`src/rtl/lfsr_pkg.sv`:
```
// ---------------------------------------------------------------------------
// lfsr_pkg
// Definitions shared between the serial LFSR generator chain and the
// receive-side checker:
//   - chk_state_e   : checker state encoding (SEED, VERIFY, LOCK)
//   - LFSR_WIDTH/TAP: default polynomial used by both ends of the link
//   - lfsr_next_bit : XNOR feedback bit for a given tap pair and register
// Register convention: vector bit [i-1] holds stage s[i], so bit [0] is the
// newest bit and bit [width-1] is the oldest.
// ---------------------------------------------------------------------------
package lfsr_pkg;

  typedef enum logic [1:0] {
    ST_SEED   = 2'd0,
    ST_VERIFY = 2'd1,
    ST_LOCK   = 2'd2
  } chk_state_e;

  localparam int LFSR_WIDTH = 10;
  localparam int LFSR_TAP   = 7;

  // Widest register the helper accepts; narrower registers are zero-extended.
  localparam int MAX_WIDTH  = 32;

  // tap_idx / last_idx are zero-based vector positions of s[TAP] and s[WIDTH].
  function automatic logic lfsr_next_bit(input logic [4:0]           tap_idx,
                                         input logic [4:0]           last_idx,
                                         input logic [MAX_WIDTH-1:0] s);
    return ~(s[tap_idx] ^ s[last_idx]);
  endfunction

endpackage

```
`src/rtl/lfsr_pred_reg.sv`:
```
// ---------------------------------------------------------------------------
// lfsr_pred_reg
// WIDTH-stage receive shift register with the XNOR next-bit prediction.
// Ports:
//   clk, reset (async, active-low)
//   en      : shift d into s[1] this cycle
//   d       : received serial bit
//   p       : predicted value of the incoming bit (from the pre-shift state)
//   s_post  : register contents after this cycle's shift (valid when en=1)
// ---------------------------------------------------------------------------
module lfsr_pred_reg
  import lfsr_pkg::*;
#(
  parameter int WIDTH = LFSR_WIDTH,
  parameter int TAP   = LFSR_TAP
) (
  input  logic             clk,
  input  logic             reset,
  input  logic             en,
  input  logic             d,
  output logic             p,
  output logic [WIDTH-1:0] s_post
);

  localparam logic [4:0] TAP_IDX  = 5'(TAP - 1);
  localparam logic [4:0] LAST_IDX = 5'(WIDTH - 1);

  logic [WIDTH-1:0]     s_q;
  logic [WIDTH-1:0]     s_d;
  logic [MAX_WIDTH-1:0] s_ext;

  assign s_d[0] = en ? d : s_q[0];

  for (genvar gi = 1; gi < WIDTH; gi++) begin : g_stage
    assign s_d[gi] = en ? s_q[gi-1] : s_q[gi];
  end

  always_comb begin
    s_ext            = '0;
    s_ext[WIDTH-1:0] = s_q;
    p                = lfsr_next_bit(TAP_IDX, LAST_IDX, s_ext);
  end

  assign s_post = s_d;

  always_ff @(posedge clk or negedge reset) begin
    if (!reset) begin
      s_q <= '0;
    end else begin
      s_q <= s_d;
    end
  end

endmodule

```
`config.mk`:
```
export PLATFORM = sky130hd
export DESIGN_NAME = lfsr_pred_reg
export DESIGN_NICKNAME = d
export VERILOG_FILES = /design/src/rtl/lfsr_pkg.sv /design/src/rtl/lfsr_pred_reg.sv
export SDC_FILE = /design/constraint.sdc
export NUM_CORES = 1
export LEC_CHECK = 0
export BUFFER_PORTS_ARGS = -buffer_cell sky130_fd_sc_hd__buf_2
export CELL_PAD_IN_SITES_DETAIL_PLACEMENT = 1
export CELL_PAD_IN_SITES_GLOBAL_PLACEMENT = 1
export CORE_AREA = 3 3 40 42
export CTS_CLUSTER_DIAMETER = 100
export DETAILED_ROUTE_END_ITERATION = 6
export DIE_AREA = 0 0 43 45
export PLACE_DENSITY_LB_ADDON = 0.1
export SLEW_MARGIN = 15
export SYNTH_ARGS = -nofsm -noshare
export SYNTH_HDL_FRONTEND = slang
export SYNTH_SLANG_ARGS = --single-unit
```
`constraint.sdc`:
```
create_clock -name clk -period 1.43 [get_ports clk]
set_input_delay 0.0715 -clock clk [delete_from_list [all_inputs] [get_ports clk]]
set_output_delay 0.0715 -clock clk [all_outputs]
set_load 0.01 [all_outputs]
```
# == Yosys cells after proc, flatten, opt, wreduce, memory -nomap -nowiden ==
# Cells that the tools add are included.
# op_classes
mux,10
n_bitwise,2
# op_table
cell,n
$mux W1,10
$not A1 Y1,1
$xor A1 B1 Y1,1
# totals
ff_bits,10
output_inout_bits,11
elab_cells,13

# == Longest topological paths before layout ==
# Gate-level depths: netlist (run 1).
# logic_depth
depth_word,2
depth_mapped,2

# == Least setup slack after synthesis (run 1) ==
# OpenSTA, ideal clock, no wires.
# synth_path
path_kind,reg-to-reg
start,reg s_q[6]
end,reg s_q[6]
setup_ns,0.133
arrival_ns,0.665
required_ns,1.297
setup_slack_ns,0.632
stages_incl_launch_ff,2
path_buffers,0
period_less_slack_ns,0.798
path_cell_list,dfrtp_1 -> mux2_4
# synth_via
elab_chain_cells,1
# synth_rtl
element,line_no,source
from (decl),lfsr_pred_reg.sv:28,logic [WIDTH-1:0] s_q;
from (signal assigned),lfsr_pred_reg.sv:48,s_q <= '0;
from (signal assigned),lfsr_pred_reg.sv:50,s_q <= s_d;
$mux W1,lfsr_pred_reg.sv:35,assign s_d[gi] = en ? s_q[gi-1] : s_q[gi];
net s_post[6],lfsr_pred_reg.sv:22,output logic [WIDTH-1:0] s_post
# The timed path passes the listed nets, and every way through them passes these cells.

# == Worst setup path in the final report (run 1) ==
# layout_path
start,reg s_q[6]
end,out s_post[6]
# layout_via
elab_chain_cells,1
# layout_rtl
element,line_no
$mux W1,lfsr_pred_reg.sv:35
to (decl),lfsr_pred_reg.sv:22
# Every way passes these cells.

==> results of run 1 <==
## layer usage
layer / global-route usage / routed length (microns)
met1: 0.120 / 299
met2: 0.174 / 449
met3: 0.0279 / 68
met4: 0.0723 / 0
met5: 0 / 0
## power by group
group	leakage [nW]	internal (W)	switching, W
combinational	0.145	0.000215	0.000162
sequential	0.119	0.000372	0.0000622
clock	0.0138	0.0000965	0.0000838
total	0.277	0.000683	0.000308
## worst min-delay path by stage
stage,startpoint,to,slack [ns],depth (start not counted)
global route,d,s_q[0],0.06,2
floorplan,reset,s_q[0],-0.22,0
CTS,d,s_q[0],0.04,2
detailed placement,reset,s_q[8],-0.06,1
finish,d,s_q[0],0.05,2
global placement,reset,s_q[9],-0.06,1
## cells in the final DEF (no fill, tap or decap), drive strengths merged
master	count
buf	14
mux2	10
dfrtp	10
clkbuf	3
xnor2	1
dlygate4sd3	1
## final cells by class
type                    count  area (sq um)
fillers                   149           754
flip-flops and latches     10           250
multi-input cells          11           159
repair buffers             15          80.1
clock buffers               3          22.5
well taps                  15          18.8
## logic make-up after synthesis
logic type             Yosys count  share of synthesized area
flip-flops                      10                      0.595
multiplexers                    10                      0.357
buffers and inverters            1                     0.0268
XOR/XNOR                         1                     0.0208
## through the flow
| stage | power, W | hold slack [ns] | worst slack (ns) |
|---|---|---|---|
| final | 0.000991 | 0.0530 | 0.268 |
| after global routing | 0.00106 | 0.0598 | 0.221 |
| after CTS | 0.00101 | 0.0447 | 0.250 |
| after detailed placement | 0.000823 | -0.0566 | 0.502 |
| after global placement | 0.000798 | -0.0640 | 0.530 |
| after floorplan | 0.000668 | -0.224 | 0.632 |
## critical path, cell delays in order, from the launching register on
cell and delay (ns):
dfrtp_1 0.41, mux2_4 0.29, buf_2 0.14
## what timing repair did
item / CTS / global route
hold buffers: 1 / 0
buffers inserted: 0 / 0
endpoints found under the hold margin: 10 / 0
==> out/metrics.yaml, run 1 <==
outcome:
  status: "completed"
setup_path:
  worstPathArrival_ns: 1.09
  start_kind: "flop"
  r2r_start: "s_q[6]"
  critical_path_class: "flop to output pin"
  crit_path_end_kind: "output pin"
  ff2ff_setup_slack_ns: 0.61
  path_max_fanout: 3
  endpoint: "s_post[6]"
  r2r_cells: 1
  crit_required_ns: 1.36
  timing.rr.end: "s_q[6]"
  crit_start: "s_q[6]"
timing:
  period_share: 0.813
  timing.final.max_slew_violations: 0
  max_slew_margin: 0.783
  rsz0062_at_grt: "no"
  worst_slew_pin_slew_ns: 0.325
  finalSetupViolCount: 0
  fin_crit_ns: 1.16
  fmax_mhz: 860
  finalHoldViolCount: 0
  tns_ns: 0
  clock_skew_ns: 0.00753
finish:
  areaGrowthSynthToFinish_pct: 26.2
  design_area_sq_um: 531
  antenna_cells: 0
  num-nets-final: 45
  final_core_util: 0.413
  top_register: "s_q"
  largest_register_ffs: 10
  fin_cells: 54
  top_regs: "s_q (10)"
  drive_above_1_share: 0.692
route:
  dr_total_vias: 243
  wirelength_microns: 817
  wl_per_cell_microns: 15.1
  viasPerCell: 4.50
  drt-initial-drc-count: 1
  drcViolationCount: 0
  drtAntennaViolNets: 0
  drt-pass1-iter-count: 2
synth:
  yosysTopAreaCellShare: 0.595
  synth_area_sq_um: 420
  synth-edff-count: 0
  synthTopCellsByCount: "dfrtp_1, mux2_4, buf_6, xnor2_1"
  syn_avg_cell_area_sq_um: 19.1
  async_flop_share: 1.00
  yosysWarnings: 0
  ys_seq_area_frac: 0.595
  synthTopCellsByArea: "dfrtp_1, mux2_4, buf_6, xnor2_1"
  syn_nets: 26
  synth-seq-cells: 10
  synth_area_leader_cell: "dfrtp_1"
  synth_ff_type: "dfrtp_1"
  ys_types: 4
  syn_inst: 22
clock_tree:
  ctsResizeCount: 0
  cts-htree-levels: 1
  cts_tree: "yes"
  clock_path_buffers: 2
  clock-root-buffer: "clkbuf_4"
  numCtsBuffers: 3
  insertion_delay_ns: 0.26
  clock_sinks: 10
  clk_pin_slew_worst_paths_ns: 0.06
floorplan:
  start_util: 0.327
  die_y_microns: 45
  dieArea_sq_um: 1940
  die_w_microns: 43
  num_rows: 13
  num_io_pins: 15
  core_area_sq_um: 1280
placed_design:
  place.port_buffers: 14
  dp.cells: 50
  placed_area_sq_um: 498
  gp_congestion: 0.674
power_and_ir_drop:
  ir_drop_mv: 0.649
  p_per_area_nw_per_um2: 1870
  leakage_nw: 0.277
job:
  max-cap-violations: 0
global_routing:
  gr-usage-all-layers: 0.105
  grt_max_degree: 11
  grt_pass1_wl_microns: 1400
  gr-total-overflow: 0
  grt_pass1_vias: 284
  antenna_found_initial: 0
worst_hold_path:
  hp-class: "primary input to flop"
(Power assumes the default switching activity.)
==> inputs of run 2 (changes only) <==
--- a/config.mk
+++ b/config.mk
@@ -8,10 +8,10 @@
 export BUFFER_PORTS_ARGS = -buffer_cell sky130_fd_sc_hd__buf_2
 export CELL_PAD_IN_SITES_DETAIL_PLACEMENT = 1
 export CELL_PAD_IN_SITES_GLOBAL_PLACEMENT = 1
-export CORE_AREA = 3 3 40 42
+export CORE_MARGIN = 3
+export CORE_UTILIZATION = 32
 export CTS_CLUSTER_DIAMETER = 100
 export DETAILED_ROUTE_END_ITERATION = 6
-export DIE_AREA = 0 0 43 45
 export PLACE_DENSITY_LB_ADDON = 0.1
 export SLEW_MARGIN = 15
 export SYNTH_ARGS = -nofsm -noshare
==> constraint.sdc (replaced) <==
create_clock -name clk -period 1 [get_ports clk]
set_input_delay 0.05 -clock clk [delete_from_list [all_inputs] [get_ports clk]]
set_output_delay 0.05 -clock clk [all_outputs]
set_load 0.01 [all_outputs]
==> run 2 against run 1 <==
Against the previous run: the run now ends with setup timing left; cell count grew 7.4%; clock skew shrank 0.0016 ns; flip-flop and latch count is the same; count of clock-buffer cells in the layout is the same; core utilization grew 13 points; critical endpoint unchanged; highest routed layer unchanged.
==> out/metrics.yaml, run 2 (synthesized netlist as in run 1, its figures left out) <==
clock_tree:
  clock_sinks: 10  # unchanged
  cts-htree-levels: 1  # unchanged
  clk_pin_slew_worst_paths_ns: 0.06  # about the same
  cts_tree: "yes"  # unchanged
  numCtsBuffers: 3  # unchanged
  clock-root-buffer: "clkbuf_4"  # unchanged
  insertion_delay_ns: 0.25  # was 0.26 ns
  clock_path_buffers: 2  # unchanged
floorplan:
  num_rows: 12  # was 13
  start_util: 0.359  # was 0.327
  dieArea_sq_um: 1780  # was 1940 sq um
  die_y_microns: 42.2  # was 45 microns
  die_w_microns: 42.2  # was 43 microns
  core_area_sq_um: 1170  # was 1280 sq um
  num_io_pins: 15  # unchanged
timing:
  period_share: 1.12
  tns_ns: -0.948  # was 0 ns
  finalHoldViolCount: 0  # unchanged
  rsz0062_at_grt: "yes"  # was no
  finalSetupViolCount: 11  # was 0
  fin_ws_ns: -0.117  # was 0.268 ns
  max_slew_margin: 0.784  # was 0.783
  fmax_mhz: 895
  timing.final.max_slew_violations: 0  # unchanged
  worst_slew_pin_slew_ns: 0.324  # was 0.325 ns
  clock_skew_ns: 0.00590  # was 0.00753 ns
  fin_crit_ns: 1.12
setup_path:
  endpoint: "s_post[6]"  # unchanged
  path_depth: 2  # unchanged
  crit_start: "s_q[6]"  # unchanged
  path_cells: "mux2_4 -> buf_6"  # was mux2_4 -> buf_2
  worst-path-buf-inv: 1  # unchanged
  worstPathArrival_ns: 1.07  # was 1.09 ns
  critical_path_class: "flop to output pin"  # unchanged
  cpPeakStageDelay_ns: 0.41  # about the same
  cp_slowest_cell: "dfrtp_1"  # unchanged
  ff2ff_setup_slack_ns: 0.01  # was 0.61 ns
  r2r_start: "s_q[8]"  # was s_q[6]
  crit_family: "flip-flops"  # unchanged
  timing.rr.end: "s_q[8]"  # was s_q[6]
  crit_required_ns: 0.95  # was 1.36 ns
  crit_path_end_kind: "output pin"  # unchanged
  start_kind: "flop"  # unchanged
  path_max_fanout: 3  # unchanged
  r2r_cells: 3  # was 1
finish:
  top_regs: "s_q (10)"  # unchanged
  largest_register_ffs: 10  # unchanged
  n_fill_cell: 119  # was 149
  areaGrowthSynthToFinish_pct: 51.5  # was 26.2%
  design_area_sq_um: 637  # was 531 sq um
  final_core_util: 0.544  # was 0.413
  top_register: "s_q"  # unchanged
  mostFrequentLayoutCells: "buf_6, mux2_4, dfrtp_1"  # was buf_2, mux2_4, dfrtp_1
  antenna_cells: 0  # unchanged
  final_common_cell: "buf_6"  # was buf_2
  fin_cells: 58  # was 54
  drive_above_1_share: 0.727  # was 0.692
  num-nets-final: 50  # was 45
route:
  wl_met3_microns: 57  # was 68 microns
  wirelength_microns: 803  # was 817 microns
  highest_layer: "met3"  # unchanged
  wl_met1_microns: 343  # was 299 microns
  dr_wl_met2_microns: 403  # was 449 microns
  viasPerCell: 4.59  # was 4.50
  drt-pass1-iter-count: 1  # was 2
  drt-initial-drc-count: 0  # was 1
  drtAntennaViolNets: 0  # unchanged
  wl_per_cell_microns: 13.8  # was 15.1 microns
  drcViolationCount: 0  # unchanged
  dr_total_vias: 266  # was 243
global_routing:
  grt_pass1_wl_microns: 1450  # was 1400 microns
  grt_pass1_vias: 325  # was 284
  gr-total-overflow: 0  # unchanged
  antenna_found_initial: 0  # unchanged
  gr-usage-all-layers: 0.104  # was 0.105
  grt_max_degree: 11  # unchanged
power_and_ir_drop:
  ir_drop_mv: 1.30  # was 0.649 mV
  leakage_nw: 0.324  # was 0.277 nW
  p_per_area_nw_per_um2: 2720  # was 1870 nW/um^2
placed_design:
  gp_congestion: 0.609  # was 0.674
  place.port_buffers: 14  # unchanged
  placed_area_sq_um: 497  # was 498 sq um
  dp_hpwl_microns: 571
  dp.cells: 49  # was 50
outcome:
  violations: "setup timing"
  status: "finished with violations"  # was completed
job:
  max-cap-violations: 0  # unchanged
worst_hold_path:
  hp-class: "primary input to flop"  # unchanged
run 2: changes by cell type in the layout (fill, tap and decap cells not counted):
cell,change
buf_2,-10
buf_6,+12
buf_4,+3
run 2: repair_timing:
item | CTS | global route
gates cloned | 0 | 0
hold endpoints to repair | 10 | 0
hold buffers | 1 | 0
resized for setup | 10 | 2
endpoints found under the setup margin | 11 | 11
pin swaps | 1 | 0
buffers inserted | 4 | 1
run 2: how the worst min path moves through the flow:
stage / startpoint / endpoint / slack (ns) / cells after the start
final: d / s_q[0] / 0.05 / 2
after global placement: reset / s_q[5] / -0.09 / 1
after CTS: d / s_q[0] / 0.05 / 2
after floorplan: reset / s_q[0] / -0.25 / 0
after global routing: d / s_q[0] / 0.04 / 2
after detailed placement: reset / s_q[5] / -0.08 / 1
run 2: metal layers:
metal	vias up	global-route usage
met5	-	0
met4	0	0.0186
met3	0	0.0429
met2	12	0.167
met1	132	0.130
li1	122	-
run 2: layout make-up:
class	count	area (sq um)	share of cell area
well taps	14	17.5	0.0275
repair buffers	20	188	0.295
clock buffers	3	22.5	0.0354
multi-input cells	11	159	0.250
flip-flops and latches	10	250	0.393
run 2: where the power goes:
group          total, W  internal [W]  switching, W
logic          0.000859      0.000568      0.000292
clock network  0.000254      0.000138      0.000116
registers      0.000618      0.000532     0.0000861
total           0.00173       0.00124      0.000494
run 2: stage by stage:
stage / total power [W] / hold WS [ns] / setup slack (ns)
6_report: 0.00173 / 0.0502 / -0.117
5_1_grt: 0.00186 / 0.0436 / -0.169
4_1_cts: 0.00169 / 0.0463 / -0.127
3_5_place_dp: 0.00116 / -0.0784 / 0.122
3_3_place_gp: 0.00114 / -0.0885 / 0.142
2_1_floorplan: 0.000955 / -0.246 / 0.202
run 2: worst reg2reg max path, delay by kind of cell, from the launching register on:
kind                   cells  cell delay [ns]
multiplexers               1             0.29
buffers and inverters      2             0.22
flip-flops                 1             0.38
==> inputs of run 3 (changes only) <==
==> constraint.sdc (replaced) <==
create_clock -name clk -period 1 [get_ports clk]
set_input_delay 0.1 -clock clk [delete_from_list [all_inputs] [get_ports clk]]
set_output_delay 0.1 -clock clk [all_outputs]
set_load 0.01 [all_outputs]
==> run 3 against run 2 <==
Against the previous run: the flow still finishes with violations (setup timing); cell count shrank 1.7%; largest power group unchanged; clock skew shrank 0.0054 ns; worst setup slack lost 0.071 ns; critical path type unchanged; register-to-register slack gained 0.05 ns; die area is the same; count of clock-buffer cells in the layout grew 1; global-route usage grew 0.12 points; clock power grew 40%; first-iteration DRC count is the same; sequential share of layout area grew 0.55 points; sequential power shrank 0.6%; hold slack gained 0.043 ns.
==> out/metrics.yaml, run 3 (synthesized netlist as in run 1, its figures left out) <==
finish:
  drive_above_1_share: 0.721  # was 0.727
  top_regs: "s_q (10)"  # unchanged
  design_area_sq_um: 628  # was 637 sq um
  num-nets-final: 48  # was 50
  final_core_util: 0.536  # was 0.544
  antenna_cells: 0  # unchanged
  areaGrowthSynthToFinish_pct: 49.4  # was 51.5%
  top_register: "s_q"  # unchanged
  largest_register_ffs: 10  # unchanged
  mostFrequentLayoutCells: "mux2_4, buf_6, dfrtp_1"  # was buf_6, mux2_4, dfrtp_1
setup_path:
  r2r_cells: 2  # was 3
  crit_path_end_kind: "output pin"  # unchanged
  r2r_start: "s_q[6]"  # was s_q[8]
  endpoint: "s_post[6]"  # unchanged
  worstPathArrival_ns: 1.09  # was 1.07 ns
  timing.rr.end: "s_q[6]"  # was s_q[8]
  critical_path_class: "flop to output pin"  # unchanged
  ff2ff_setup_slack_ns: 0.06  # was 0.01 ns
  crit_required_ns: 0.90  # was 0.95 ns
  crit_start: "s_q[6]"  # unchanged
  start_kind: "flop"  # unchanged
  path_max_fanout: 3  # unchanged
timing:
  fmax_mhz: 841  # was 895 MHz
  fin_crit_ns: 1.19  # was 1.12 ns
  hold_slack_ns: 0.0929  # was 0.0502 ns
  finalSetupViolCount: 11  # unchanged
  period_share: 1.19  # was 1.12
  timing.final.max_slew_violations: 0  # unchanged
  clock_skew_ns: 0.000496  # was 0.00590 ns
  worst_slew_pin_slew_ns: 0.319  # was 0.324 ns
  max_slew_margin: 0.787  # was 0.784
  fin_ws_ns: -0.188  # was -0.117 ns
  finalHoldViolCount: 0  # unchanged
  rsz0062_at_grt: "yes"  # unchanged
placed_design:
  gp_congestion: 0.629  # was 0.609
  placed_area_sq_um: 497  # unchanged
  dp_hpwl_microns: 536  # was 571 microns
  place_ws_ns: 0.0250  # was 0.122 ns
  place.port_buffers: 14  # unchanged
floorplan:
  die_y_microns: 42.2  # unchanged
  num_io_pins: 15  # unchanged
  dieArea_sq_um: 1780  # unchanged
  num_rows: 12  # unchanged
  core_area_sq_um: 1170  # unchanged
  die_w_microns: 42.2  # unchanged
  start_util: 0.359  # unchanged
power_and_ir_drop:
  p_sw_w: 0.000496  # was 0.000494 W
  power_frac_comb: 0.448  # was 0.496
  swShare: 0.282  # was 0.285
  leakage_nw: 0.319  # was 0.324 nW
  p_int_w: 0.00126  # was 0.00124 W
  power.share.sequential: 0.349  # was 0.357
  ir_drop_mv: 1.34  # was 1.30 mV
  finalPower_w: 0.00176  # was 0.00173 W
  p_per_area_nw_per_um2: 2800  # was 2720 nW/um^2
  clkPwrFrac: 0.203  # was 0.147
clock_tree:
  clock-root-buffer: "clkbuf_4"  # unchanged
  clk_pin_slew_worst_paths_ns: 0.07  # was 0.06 ns
  clock_path_buffers: 2  # unchanged
  numCtsBuffers: 3  # unchanged
  clock_sinks: 10  # unchanged
  cts-htree-levels: 1  # unchanged
  insertion_delay_ns: 0.26  # was 0.25 ns
  cts_tree: "yes"  # unchanged
route:
  drtAntennaViolNets: 0  # unchanged
  drt-pass1-iter-count: 1  # unchanged
  dr_total_vias: 257  # was 266
  wl_per_cell_microns: 14.1  # was 13.8 microns
  viasPerCell: 4.51  # was 4.59
  drcViolationCount: 0  # unchanged
  wirelength_microns: 802  # was 803 microns
  drt-initial-drc-count: 0  # unchanged
global_routing:
  gr-usage-all-layers: 0.105  # was 0.104
  antenna_found_initial: 0  # unchanged
  gr-total-overflow: 0  # unchanged
  grt_pass1_vias: 291  # was 325
  grt_pass1_wl_microns: 1390  # was 1450 microns
  grt_max_degree: 11  # unchanged
outcome:
  violations: "setup timing"  # unchanged
  status: "finished with violations"  # unchanged
worst_hold_path:
  hp-class: "primary input to flop"  # unchanged
job:
  max-cap-violations: 0  # unchanged
run 3: changes by cell type in the layout (fill, tap and decap cells not counted):
cell      before  now
buf_6         12   10
clkbuf_8       0    1
run 3: final cells by class:
| class | count | area, sq um |
|---|---|---|
| repair buffers | 18 | 165 |
| flip-flops and latches | 10 | 250 |
| clock buffers | 4 | 36.3 |
| multi-input cells | 11 | 159 |
| well taps | 14 | 17.5 |
| fillers | 116 | 543 |
run 3: what timing repair did:
item                                    4_1_cts  5_1_grt
endpoints found under the hold margin        10        0
pin swaps                                     1        0
endpoints found under the setup margin       11       11
hold buffers                                  1        0
resized for setup                            10        0
setup buffers                                 1        2
run 3: power by group through the flow:
stage	logic, W	clock network, W	registers (W)
CTS	0.000743	0.000375	0.000617
floorplan	0.000359	0	0.000596
detailed placement	0.000537	0	0.000620
global route	0.000839	0.000400	0.000636
global placement	0.000528	0	0.000616
finish	0.000787	0.000356	0.000614
run 3: critical path, cell delays in order (launching register included):
cell     delay (ns)
dfrtp_1        0.42
mux2_4         0.29
buf_6          0.12
run 3: how the worst min path moves through the flow:
| stage | startpoint | to | slack [ns] | cells past startpoint |
|---|---|---|---|---|
| 5_1_grt | d | s_q[0] | 0.08 | 2 |
| 4_1_cts | d | s_q[0] | 0.08 | 2 |
| 3_5_place_dp | reset | s_q[6] | -0.03 | 1 |
| 2_1_floorplan | reset | s_q[0] | -0.20 | 0 |
| 6_report | d | s_q[0] | 0.09 | 2 |
| 3_3_place_gp | reset | s_q[5] | -0.04 | 1 |
run 3: metrics by stage:
step	setup TNS (ns)	instances
2_1_floorplan	0	22
3_3_place_gp	0	49
3_5_place_dp	0	49
4_1_cts	-1.76	55
5_1_grt	-2.19	57
6_report	-1.66	57
run 3: layer usage:
| layer | track usage | up-vias | part of all wire |
|---|---|---|---|
| li1 | - | 117 | - |
| met1 | 0.142 | 128 | 0.43 |
| met2 | 0.143 | 12 | 0.49 |
| met3 | 0.0515 | 0 | 0.084 |
| met4 | 0.0373 | 0 | 0 |
| met5 | 0 | - | 0 |
